`config.mk`:
```
export PLATFORM = sky130hd
export DESIGN_NAME = exe_unit_pipe
export DESIGN_NICKNAME = d
export VERILOG_FILES = /design/src/rtl/exe_unit_pipe.sv
export SDC_FILE = /design/constraint.sdc
export NUM_CORES = 1
export LEC_CHECK = 0
export ABC_CLOCK_PERIOD_IN_PS = 10700
export CAP_MARGIN = 10
export CORE_MARGIN = 10
export CORE_UTILIZATION = 45
export CTS_CLUSTER_SIZE = 25
export DETAILED_ROUTE_END_ITERATION = 6
export GPL_TIMING_DRIVEN = 0
export PLACE_DENSITY_LB_ADDON = 0.05
export SLEW_MARGIN = 20
export SYNTH_ARGS = -nofsm -noshare
export SYNTH_HDL_FRONTEND = slang
export SYNTH_SLANG_ARGS = --single-unit
```
`constraint.sdc`:
```
create_clock -name i_clk -period 10.7 [get_ports i_clk]
set_input_delay 1.605 -clock i_clk [delete_from_list [all_inputs] [get_ports i_clk]]
set_output_delay 1.605 -clock i_clk [all_outputs]
set_load 0.01 [all_outputs]
```
`src/rtl/exe_unit_pipe.sv`:
```
// Two-stage valid/ready execution unit: 8-op ALU with a multi-cycle shift-add
// multiplier in stage 1 and a registered result/status stage 2.

`ifndef OVF_BIT
`define OVF_BIT 0
`endif
`ifndef ERROR_BIT
`define ERROR_BIT 1
`endif
`ifndef EVEN_BIT
`define EVEN_BIT 2
`endif
`ifndef SINGLE_BIT
`define SINGLE_BIT 3
`endif

module exe_unit_pipe #(
  parameter int unsigned BITS  = 8,
  parameter int unsigned CNT_W = $clog2(BITS) + 1
) (
  input  logic            i_clk,
  input  logic            i_rst,
  input  logic [BITS-1:0] in_a,
  input  logic [BITS-1:0] in_b,
  input  logic [2:0]      i_op,
  input  logic            i_valid,
  output logic            o_ready,
  output logic [BITS-1:0] o_out,
  output logic [3:0]      o_status,
  output logic            o_valid,
  input  logic            i_ready,
  output logic            o_busy
);

  localparam int unsigned     W2      = 2 * BITS;
  localparam logic [BITS-1:0] BitsL   = BITS'(BITS);
  localparam logic [CNT_W-1:0] CntLast = CNT_W'(BITS - 1);

  localparam logic [2:0] OpSub  = 3'b000;
  localparam logic [2:0] OpCmp  = 3'b001;
  localparam logic [2:0] OpShl  = 3'b010;
  localparam logic [2:0] OpTgl  = 3'b011;
  localparam logic [2:0] OpAdd  = 3'b100;
  localparam logic [2:0] OpMul  = 3'b101;
  localparam logic [2:0] OpRotl = 3'b110;

  typedef enum logic [1:0] {StIdle, StIter, StDone} mul_st_e;

  logic            s1_valid_q;
  logic [BITS-1:0] s1_a_q, s1_b_q;
  logic [2:0]      s1_op_q;
  logic            s2_valid_q;
  logic [BITS-1:0] s2_out_q;
  logic [3:0]      s2_status_q;

  mul_st_e          mst_q;
  logic [CNT_W-1:0] cnt_q;
  logic [W2-1:0]    acc_q, mc_q;
  logic [BITS-1:0]  mp_q;

  logic            s1_done, s1_adv, in_fire, b_big;
  logic [BITS-1:0] res, rot_amt;
  logic            ovf, err;
  logic [W2-1:0]   shl_w;
  logic [BITS:0]   sum_w, diff_w;
  logic [CNT_W-1:0] zeros;
  logic [3:0]      status_w;

  assign s1_done = (s1_op_q != OpMul) || (mst_q == StDone);
  assign s1_adv  = s1_valid_q && s1_done && (!s2_valid_q || i_ready);
  assign o_ready = i_rst && (!s1_valid_q || s1_adv);
  assign in_fire = i_valid && o_ready;

  assign b_big   = s1_b_q >= BitsL;
  assign rot_amt = s1_b_q % BitsL;
  assign shl_w   = {{BITS{1'b0}}, s1_a_q} << s1_b_q;
  assign sum_w   = {1'b0, s1_a_q} + {1'b0, s1_b_q};
  assign diff_w  = {1'b0, s1_a_q} - {1'b0, s1_b_q};

  always_comb begin
    res = '0;
    ovf = 1'b0;
    err = 1'b0;
    case (s1_op_q)
      OpSub: begin
        res = diff_w[BITS-1:0];
        ovf = diff_w[BITS];
      end
      OpCmp: res = {{(BITS-1){1'b0}}, s1_a_q > s1_b_q};
      OpShl: begin
        if (b_big) begin
          err = 1'b1;
        end else begin
          res = shl_w[BITS-1:0];
          ovf = |shl_w[W2-1:BITS];
        end
      end
      OpTgl: begin
        if (b_big) err = 1'b1;
        else       res = s1_a_q ^ (BITS'(1) << s1_b_q);
      end
      OpAdd: begin
        res = sum_w[BITS-1:0];
        ovf = sum_w[BITS];
      end
      OpMul: begin
        res = acc_q[BITS-1:0];
        ovf = |acc_q[W2-1:BITS];
      end
      // A zero rotate shifts right by BITS, which yields 0 and leaves a intact.
      OpRotl: res = (s1_a_q << rot_amt) | (s1_a_q >> (BitsL - rot_amt));
      default: err = 1'b1;
    endcase
  end

  always_comb begin
    zeros = '0;
    for (int i = 0; i < BITS; i++) begin
      zeros = zeros + CNT_W'(~res[i]);
    end
    status_w              = '0;
    status_w[`OVF_BIT]    = ovf;
    status_w[`ERROR_BIT]  = err;
    status_w[`EVEN_BIT]   = ~zeros[0];
    status_w[`SINGLE_BIT] = (zeros == CNT_W'(1));
  end

  always_ff @(posedge i_clk) begin
    if (!i_rst) begin
      s1_valid_q  <= 1'b0;
      s1_a_q      <= '0;
      s1_b_q      <= '0;
      s1_op_q     <= '0;
      s2_valid_q  <= 1'b0;
      s2_out_q    <= '0;
      s2_status_q <= '0;
      mst_q       <= StIdle;
      cnt_q       <= '0;
      acc_q       <= '0;
      mc_q        <= '0;
      mp_q        <= '0;
    end else begin
      if (s1_adv) begin
        s2_valid_q  <= 1'b1;
        s2_out_q    <= res;
        s2_status_q <= status_w;
      end else if (s2_valid_q && i_ready) begin
        s2_valid_q <= 1'b0;
      end

      if (in_fire) begin
        s1_valid_q <= 1'b1;
        s1_a_q     <= in_a;
        s1_b_q     <= in_b;
        s1_op_q    <= i_op;
      end else if (s1_adv) begin
        s1_valid_q <= 1'b0;
      end

      // A new MUL starts iterating from the edge that captures it into S1.
      if (in_fire && (i_op == OpMul)) begin
        mst_q <= StIter;
        cnt_q <= '0;
        acc_q <= '0;
        mc_q  <= {{BITS{1'b0}}, in_a};
        mp_q  <= in_b;
      end else begin
        case (mst_q)
          StIter: begin
            if (mp_q[0]) acc_q <= acc_q + mc_q;
            mc_q  <= mc_q << 1;
            mp_q  <= mp_q >> 1;
            cnt_q <= cnt_q + CNT_W'(1);
            if (cnt_q == CntLast) begin
              mst_q <= StDone;
              cnt_q <= '0;
            end
          end
          StDone: if (s1_adv) mst_q <= StIdle;
          default: ;
        endcase
      end
    end
  end

  assign o_out    = s2_out_q;
  assign o_status = s2_status_q;
  assign o_valid  = s2_valid_q;
  assign o_busy   = (mst_q == StIter);

endmodule

```
# ---- Word level (Yosys, flattened, before mapping)
# Index checks and enable logic that the tools add are counted.
dict set report totals {
  output_inout_bits 15
  wordCells 105
  ff_bits 79
  input_bits 23
}
dict set report op_classes {
  n_eq_ne 16
  addsub 12
  bitwise_logic 12
  shifts 4
  reduce_logical 25
  magnitude_cmp 2
  n_mux 20
}
# cell count
set ops {}
lappend ops {{8-bit one-hot mux with 7 select lines} 1}
lappend ops {{8-bit 2-to-1 mux} 6}
lappend ops {{1-bit NOT with 4-bit output} 8}
lappend ops {{4-bit adder} 7}
lappend ops {{16-bit adder} 1}
lappend ops {{8-bit OR reduction} 2}
lappend ops {{8-bit by 8-bit << shifter with 16-bit output} 1}
lappend ops {{3-bit == test, second input constant} 4}
lappend ops {{8-bit by 8-bit adder with 9-bit output} 1}
lappend ops {{8-bit by 8-bit subtractor with 9-bit output} 1}
lappend ops {{8-bit by 4-bit >= comparator with 1-bit output, second input constant} 1}
lappend ops {{8-bit greater-than comparator} 1}
lappend ops {{8-bit bitwise OR} 1}
lappend ops {{2-bit nonzero test} 4}
lappend ops {{1-bit by 8-bit << shifter with 8-bit output, first input constant} 1}
lappend ops {{8-bit by 3-bit << shifter with 8-bit output} 1}
lappend ops {{8-bit by 8-bit right shift with 8-bit output} 1}
lappend ops {{8-bit bitwise XOR} 1}
lappend ops {{1-bit 2-to-1 mux} 7}
lappend ops {{3-bit by 2-bit == test with 1-bit output, second input constant} 2}
lappend ops {{1-bit logical AND} 6}
lappend ops {{3-bit AND reduction} 2}
lappend ops {{5-bit OR reduction} 1}
lappend ops {{4-bit by 3-bit subtractor with 5-bit output, first input constant} 1}
lappend ops {{other kinds (23)} 29}

# ---- Longest topological paths before layout
dict set report depth {
  depth_word 13
  mapped_depth 21
}

# ---- Worst setup path before layout
# Ideal clock, no wire load.
dict set report synth_timing {
  kind {flip-flop to flip-flop}
  startpoint {reg s1_b_q[1]}
  endpoint {reg s2_status_q[3] (netlist: o_status[3])}
  period_less_slack_ps 5080
  path_slack_ps 5620
  required_ps 10624
  stages_incl_launch_ff 21
  arrival_ps 5004
  cell_sequence {dfxtp_1 -> buf_2 -> inv_1 -> ha_1 -> buf_2 -> mux2i_1 -> mux4_2 -> nor4_1 -> a2111oi_1 -> fa_1 -> inv_1 -> fa_1 -> inv_1 -> fa_1 -> ha_1 -> inv_1 -> fa_1 -> a2111oi_0 -> a21oi_1 -> nand4b_1 -> a21boi_0}
}
dict set report synth_via {
  elab_chain_len 13
  elab_cells_between_ends 30
  classes_between {add/sub (10); order compare (2); eq/ne (1); shift (4); mux (3); bitwise (10)}
}
# element line
set synth_lines {}
lappend synth_lines {{start: declaration} 50} ;# logic [BITS-1:0] s1_a_q, s1_b_q;
lappend synth_lines {{start signal: assignment} 154} ;# s1_b_q <= in_b;
lappend synth_lines {{4-bit by 3-bit subtractor with 5-bit output / 1-bit by 8-bit << shifter with 8-bit output (equally long branches)} {111, 100}}
lappend synth_lines {{8-bit by 8-bit right shift with 8-bit output / 8-bit bitwise XOR (equally long branches)} {111, 100}}
lappend synth_lines {{8-bit bitwise OR / 8-bit 2-to-1 mux (equally long branches)} {111, 99}}
lappend synth_lines {{8-bit one-hot mux with 7 select lines (*)} 84} ;# case (s1_op_q)
lappend synth_lines {{1-bit NOT with 4-bit output} 119} ;# zeros = zeros + CNT_W'(~res[i]);
lappend synth_lines {{4-bit adder (6 in series)} 119}
lappend synth_lines {{4-bit adder (*)} 119}
lappend synth_lines {{4-bit by 1-bit == test with 1-bit output (*)} 125} ;# status_w[`SINGLE_BIT] = (zeros == CNT_W'(1));
lappend synth_lines {{end signal: assignment} 146} ;# s2_status_q <= status_w;
lappend synth_lines {{end: declaration} 54} ;# logic [3:0] s2_status_q;
# Mark *: on every way between the ends. The rest lies on a longest branch, timed or not.
# A chain may end at the register's enable or synchronous reset.

# ---- Worst setup path after layout
# Ends and elaborated chain as after synthesis.

==> impl_metrics.toml <==
[grt]
grt_pass1_wl_um = 31700
grt_util_all_layers_pct = 21.2
overflow = 0
grt_antenna_before_repair = 0
grt_pass1_vias = 5777
grt_max_degree = 14

[yosys]
synth-seq-cells = 79
syn_inst = 759
avgSynthCellArea_um2 = 8.16
syn-cell-area_um2 = 6190
synth.most_common_cell = "nand2_1"
netlist-cell-type-count = 76
synth-edff-count = 0
ys_seq_area_share_pct = 25.5
ys_warn_count = 0
synth_area_leaders = "dfxtp_1 26%, ha_1 7.9%, mux2i_1 6.3%"
async_reset_ff_share_pct = 0
ys.flop_type = "dfxtp_1"
syn_nets = 828
synth_top_area_share_pct = 25.5
synthTopCellsByCount = "101 x nand2_1, 79 x dfxtp_1, 40 x a21oi_1, 40 x o21ai_0"
yosys.area.top_type = "dfxtp_1"

[final_layout]
num_antenna_cells = 0
layout-drive-gt1-share_pct = 7.27
fill_cells = 1359
final_core_util_pct = 52.8
nets = 875
syn_to_final_growth_pct = 13.8

[sta]
maxSlewHeadroom_pct = 31.7
worst_pin_slew_ns = 1.02
setup_viol = 0
clock_skew_ns = 0.0116
max_freq_mhz = 156
hold_viol_final = 0
fin_crit_sh_pct = 59.7
finalWorstSetupSlack_ns = 4.31
min_period_ns = 6.39
tns_ns = 0
rsz0062_at_grt = "no"
drv_slew = 0

[setup_path]
critPathKind = "reg2reg"
slowest_stage = "a2111oi_1"
start_kind = "flip-flop"
crit_path_max_fanout = 10
arrival_ns = 6.66
crit_family = "adder cells"
crit_chain = "buf_2 > inv_1 > ha_1 > buf_2 > mux2i_1 > mux4_2 > nor4_1 > a2111oi_1 > fa_1 > inv_1 > fa_1 > inv_1 > fa_1 > ha_1 > inv_1 > fa_1 > a2111oi_0 > a21oi_1 > nand4b_1 > a21boi_0"
slowest_delay_ns = 0.92
crit_buf_inv = 6
endpoint_kind = "flip-flop"
required_ns = 10.97

[pwr]
p_per_area_nw_per_um2 = 130
ir_worst_vdd_uv = 88.2
p_leak_uw = 0.00290

[placement]
hpwl_um = 15500
post-place-ws_ns = 4.48
gp_congestion = 0.959
port_buffers = 36

[floorplan]
core_um2 = 13300
die_h_um = 137
core.rowCount = 42
die_area_um2 = 18800
dieWidth_um = 137
num_io_pins = 38
start_util_pct = 46.4

[status]
outcome = "complete, no violations"

[route]
final_antenna_net_count = 0
drt-total-wl_um = 20100
drt-initial-drc-count = 610
drt_first_pass_iters = 5
drc = 0
via_per_inst = 6.06
wire_per_inst_um = 20.4
vias = 5981

[min_path]
hold_path.class = "reg2reg"

[clock_tree]
cts-buffers-inserted = 9
cts_hold_buf = 0
clock_path_buffers = 2
cts_root_buffer = "clkbuf_16"
cts_tree = "yes"
clkTransAtPathRegs_ns = 0.06
clock_latency_ns = 0.34
clkSinkCount = 79
cts_setup_buffers = 0
cts_max_level = 3
cts_repair_resize_count = 0

[run]
cap_violations = 0
path summary, 6_finish.rpt:
check | from | endpoint | slack, ns | depth (start not counted)
worst max-delay path | s1_b_q[1] | o_status[3] | 4.31 | 20
worst min-delay path | cnt_q[3] | cnt_q[3] | 0.47 | 2
worst max register to register | s1_b_q[1] | o_status[3] | 4.31 | 20
worst min register to register | cnt_q[3] | cnt_q[3] | 0.47 | 2
layer usage:
metal  wire length, um  up-vias  GRT usage, %
li1                  -     2865             -
met1              8960     2898          28.0
met2              9710      189          35.3
met3              1020       29          2.37
met4               406        0          6.97
met5                 0        -             0
stage by stage:
| stage | hold WS (ns) | cells | total power (uW) | instance area [um^2] |
|---|---|---|---|---|
| finish | 0.470 | 987 | 918 | 7050 |
| floorplan | 0.440 | 759 | 536 | 6190 |
| CTS | 0.464 | 987 | 918 | 7040 |
| global route | 0.485 | 987 | 968 | 7050 |
| detailed placement | 0.455 | 971 | 632 | 6770 |
| global placement | 0.451 | 971 | 624 | 6770 |
area by class of cell:
cell class	count	area, um^2	area share (%)
Multi-Input combinational cell	596	4270	60.6
Sequential cell	79	1580	22.4
Timing Repair Buffer	36	360	5.11
Buffer	59	255	3.62
Clock buffer	12	236	3.36
Tap cell	176	220	3.13
Inverter	25	93.8	1.33
Clock inverter	4	31.3	0.444
report_power, final:
| group | total, uW | switching [uW] | internal, uW |
|---|---|---|---|
| Sequential | 324 | 16.0 | 308 |
| Combinational | 312 | 181 | 131 |
| Clock | 282 | 124 | 159 |
| Total | 918 | 320 | 597 |
worst register-to-register path: stages, from the launching register on:
cell       delay (ns)
dfxtp_1          0.65
buf_2            0.33
inv_1            0.22
ha_1             0.45
buf_2            0.28
mux2i_1          0.30
mux4_2           0.30
nor4_1           0.05
a2111oi_1        0.92
fa_1             0.30
inv_1            0.05
fa_1             0.47
inv_1            0.05
fa_1             0.49
ha_1             0.17
inv_1            0.05
fa_1             0.37
a2111oi_0        0.40
a21oi_1          0.08
nand4b_1         0.20
a21boi_0         0.20
registers in the layout (all words and copies together), names as in the netlist:
register,count
mp_q,8
s1_a_q,8
mc_q,16
s1_b_q,8
o_out,8
s1_op_q,3
o_valid,1
s1_valid_q,1
o_status,4
cnt_q,4
mst_q,2
acc_q,16
cells in the final DEF (no fill, tap or decap), types with 9 or more instances in the layout:
master / netlist / final
nand2_1: 101 / 101
dfxtp_1: 79 / 79
clkbuf_1: 38 / 41
a21oi_1: 40 / 40
o21ai_0: 40 / 40
nor2_1: 39 / 39
mux2i_1: 39 / 39
ha_1: 39 / 39
clkdlybuf4s50_1: 0 / 36
inv_1: 24 / 24
nand3_1: 19 / 19
buf_2: 18 / 18
nor2b_1: 18 / 18
nor3_1: 18 / 18
o211a_1: 18 / 18
xnor2_1: 15 / 15
nand2b_1: 13 / 13
a211oi_1: 12 / 12
o211ai_1: 11 / 11
a31oi_1: 11 / 11
nand3b_1: 10 / 10
nor4_1: 11 / 10
clkbuf_16: 0 / 9
cells by family (layout without fill, tap and decap cells):
| family | count (synthesis) | count (layout) | share of synthesized area, % |
|---|---|---|---|
| simple gates | 280 | 280 | 23.4 |
| compound gates | 198 | 198 | 22.4 |
| buf+inv | 84 | 136 | 5.64 |
| flops | 79 | 79 | 25.5 |
| mux | 50 | 50 | 9.76 |
| fa+ha+maj | 46 | 46 | 10.1 |
| xor+xnor | 22 | 22 | 3.11 |
Note: power is estimated with default switching activity, not from simulation.
==> RTL change (same settings) <==
The parameter `BITS` goes from 8 to 16.
--- a/src/rtl/exe_unit_pipe.sv
+++ b/src/rtl/exe_unit_pipe.sv
@@ -17,3 +17,3 @@
 module exe_unit_pipe #(
-  parameter int unsigned BITS  = 8,
+  parameter int unsigned BITS  = 16,
   parameter int unsigned CNT_W = $clog2(BITS) + 1
Interface: changed (resized in_a, in_b and o_out); port bits go from 38 to 62. The function was not compared with the original's and may differ.
==> RTL change against the original RTL <==
- sequential cell count is 65 higher
- clock power rose by 120%
- final area grew 83%
- total power grew 120%
- cell count rose by 87%
- wire length is 110% higher
- sequential share of layout area is 0.11 points lower
- count of clock-buffer cells in the layout up 5
- area after synthesis rose by 82%
- worst setup slack got worse by 1.4 ns
- die area rose by 69%
- global-route usage increased by 4.9 points
- critical endpoint unchanged
- largest power group is now combinational cells
==> RTL change: results (changes against the original RTL) <==
The H-tree depth came out at 4 (+1). The fraction of final layout cells with drive strength greater than 1 was 7.49% (+0.21 points). The clock tree skew after final layout came to 0.0158 ns (+0.00423 ns). The flow ran to the end, and the final reports show no timing, DRC or antenna violations. The met3 capacity usage during global routing came out at 3.47% (+1.1 points). The largest registers in the layout are acc_q: 32 flops, mc_q: 32 flops. The global-route met1 utilization came out at 34.2% (+6.2 points). The synthesis warning total came out at 0 (unchanged). The worst reg-to-reg path cell count is 26 (+30%).

After synthesis, the most frequently instantiated cells are sky130_fd_sc_hd__nand2_1, sky130_fd_sc_hd__dfxtp_1, sky130_fd_sc_hd__nor2_1, sky130_fd_sc_hd__a21oi_1, sky130_fd_sc_hd__o21ai_0. The wire length of the first global-routing pass came out at 64.2 mm (+100%). The final net count is 1635 (+87%).

The clock-pin slew reported for the worst setup and hold paths after clock tree synthesis came out at 0.08 ns (+0.02 ns). The met2 routing resource usage after global routing came out at 42.4% (+7.1 points). The number of buffers inserted during clock tree synthesis came out at 17 (+8). The post-synthesis sequential area ratio came to 25.6% (about the same).

Sorting the synthesized cells by area gives the leading types as sky130_fd_sc_hd__dfxtp_1, sky130_fd_sc_hd__ha_1, sky130_fd_sc_hd__mux2i_1. The peak supply drop was 0.237 mV (+170%). The mean routed wirelength per cell is 22.7 microns (+12%). The source-to-sink clock delay at the later pin of the worst-skew pair is 0.44 ns (+0.10 ns). The via count is 11224 (+88%). The cell with the largest stage delay on the worst path is sky130_fd_sc_hd__o311ai_0. The remaining max-slew budget at the tightest pin came out at 36.4% (+4.8 points). The global router's overall resource usage is 26.1% (+4.9 points). The violation count after the first detailed-route iteration came out at 1065 (+75%). The count of input and output buffers is 61 (+69%).

The stage delay of the slowest cell on the critical path came out at 0.75 ns (-0.17 ns). The reported leakage power is 0.00481 uW (+66%). The unique cell type count in the Yosys netlist was 86 (+13%). The family with the most delay on the worst path is adder cells. The half-perimeter wire length of the detailed placement result is 33.2 mm (+110%).
## RTL change: cell families after synthesis
| family | share of synthesized area [%] |
|---|---|
| mux | 10.3 |
| compound gates | 24.3 |
| fa+ha+maj | 10.4 |
| simple gates | 19.1 |
| xor+xnor | 3.88 |
| flops | 25.6 |
| buf+inv | 6.46 |
## RTL change: final timing paths
kind                                   from          end  slack [ns]
worst max register to register    s1_b_q[3]  o_status[3]        2.90
worst min-delay path            o_status[3]  o_status[3]        0.46
worst min register to register  o_status[3]  o_status[3]        0.46
worst max-delay path              s1_b_q[3]  o_status[3]        2.90
## RTL change: metrics by stage
stage          instance area [sq um]  setup WS [ns]  hold WS [ns]  cells
2_1_floorplan                  11300           4.29         0.449   1430
3_3_place_gp                   12300           2.95         0.449   1815
3_5_place_dp                   12300           2.99         0.449   1815
4_1_cts                        12900           2.97         0.460   1847
5_1_grt                        12900           2.35         0.492   1847
6_report                       12900           2.90         0.458   1848
## RTL change: layout make-up
class / instances / area (sq um)
inverters: 65 / 244
clock inverters: 15 / 186
clock buffers: 17 / 425
repair buffers: 61 / 611
multi-input cells: 1117 / 7670
flip-flops and latches: 144 / 2880
well taps: 324 / 405
plain buffers: 104 / 484
diodes: 1 / 2.50
fillers: 2435 / 11600
## RTL change: metal layers
metal	vias to the layer above	wire [microns]	share of wire, %
met2	466	19100	45
met3	114	2910	6.9
met4	0	1880	4.5
li1	5367	-	-
met5	-	0	0
met1	5277	18100	43
## RTL change: where the power goes
part | switching (uW) | total (uW) | internal (uW) | leakage [uW]
clock network | 300 | 618 | 318 | 0.000297
logic | 499 | 851 | 352 | 0.00334
registers | 22.5 | 581 | 558 | 0.00117
## RTL change: worst min-delay path, stage by stage, from the launching register on
cell	delay (ns)
sky130_fd_sc_hd__dfxtp_1	0.32
sky130_fd_sc_hd__nand2_1	0.05
sky130_fd_sc_hd__a21oi_1	0.05
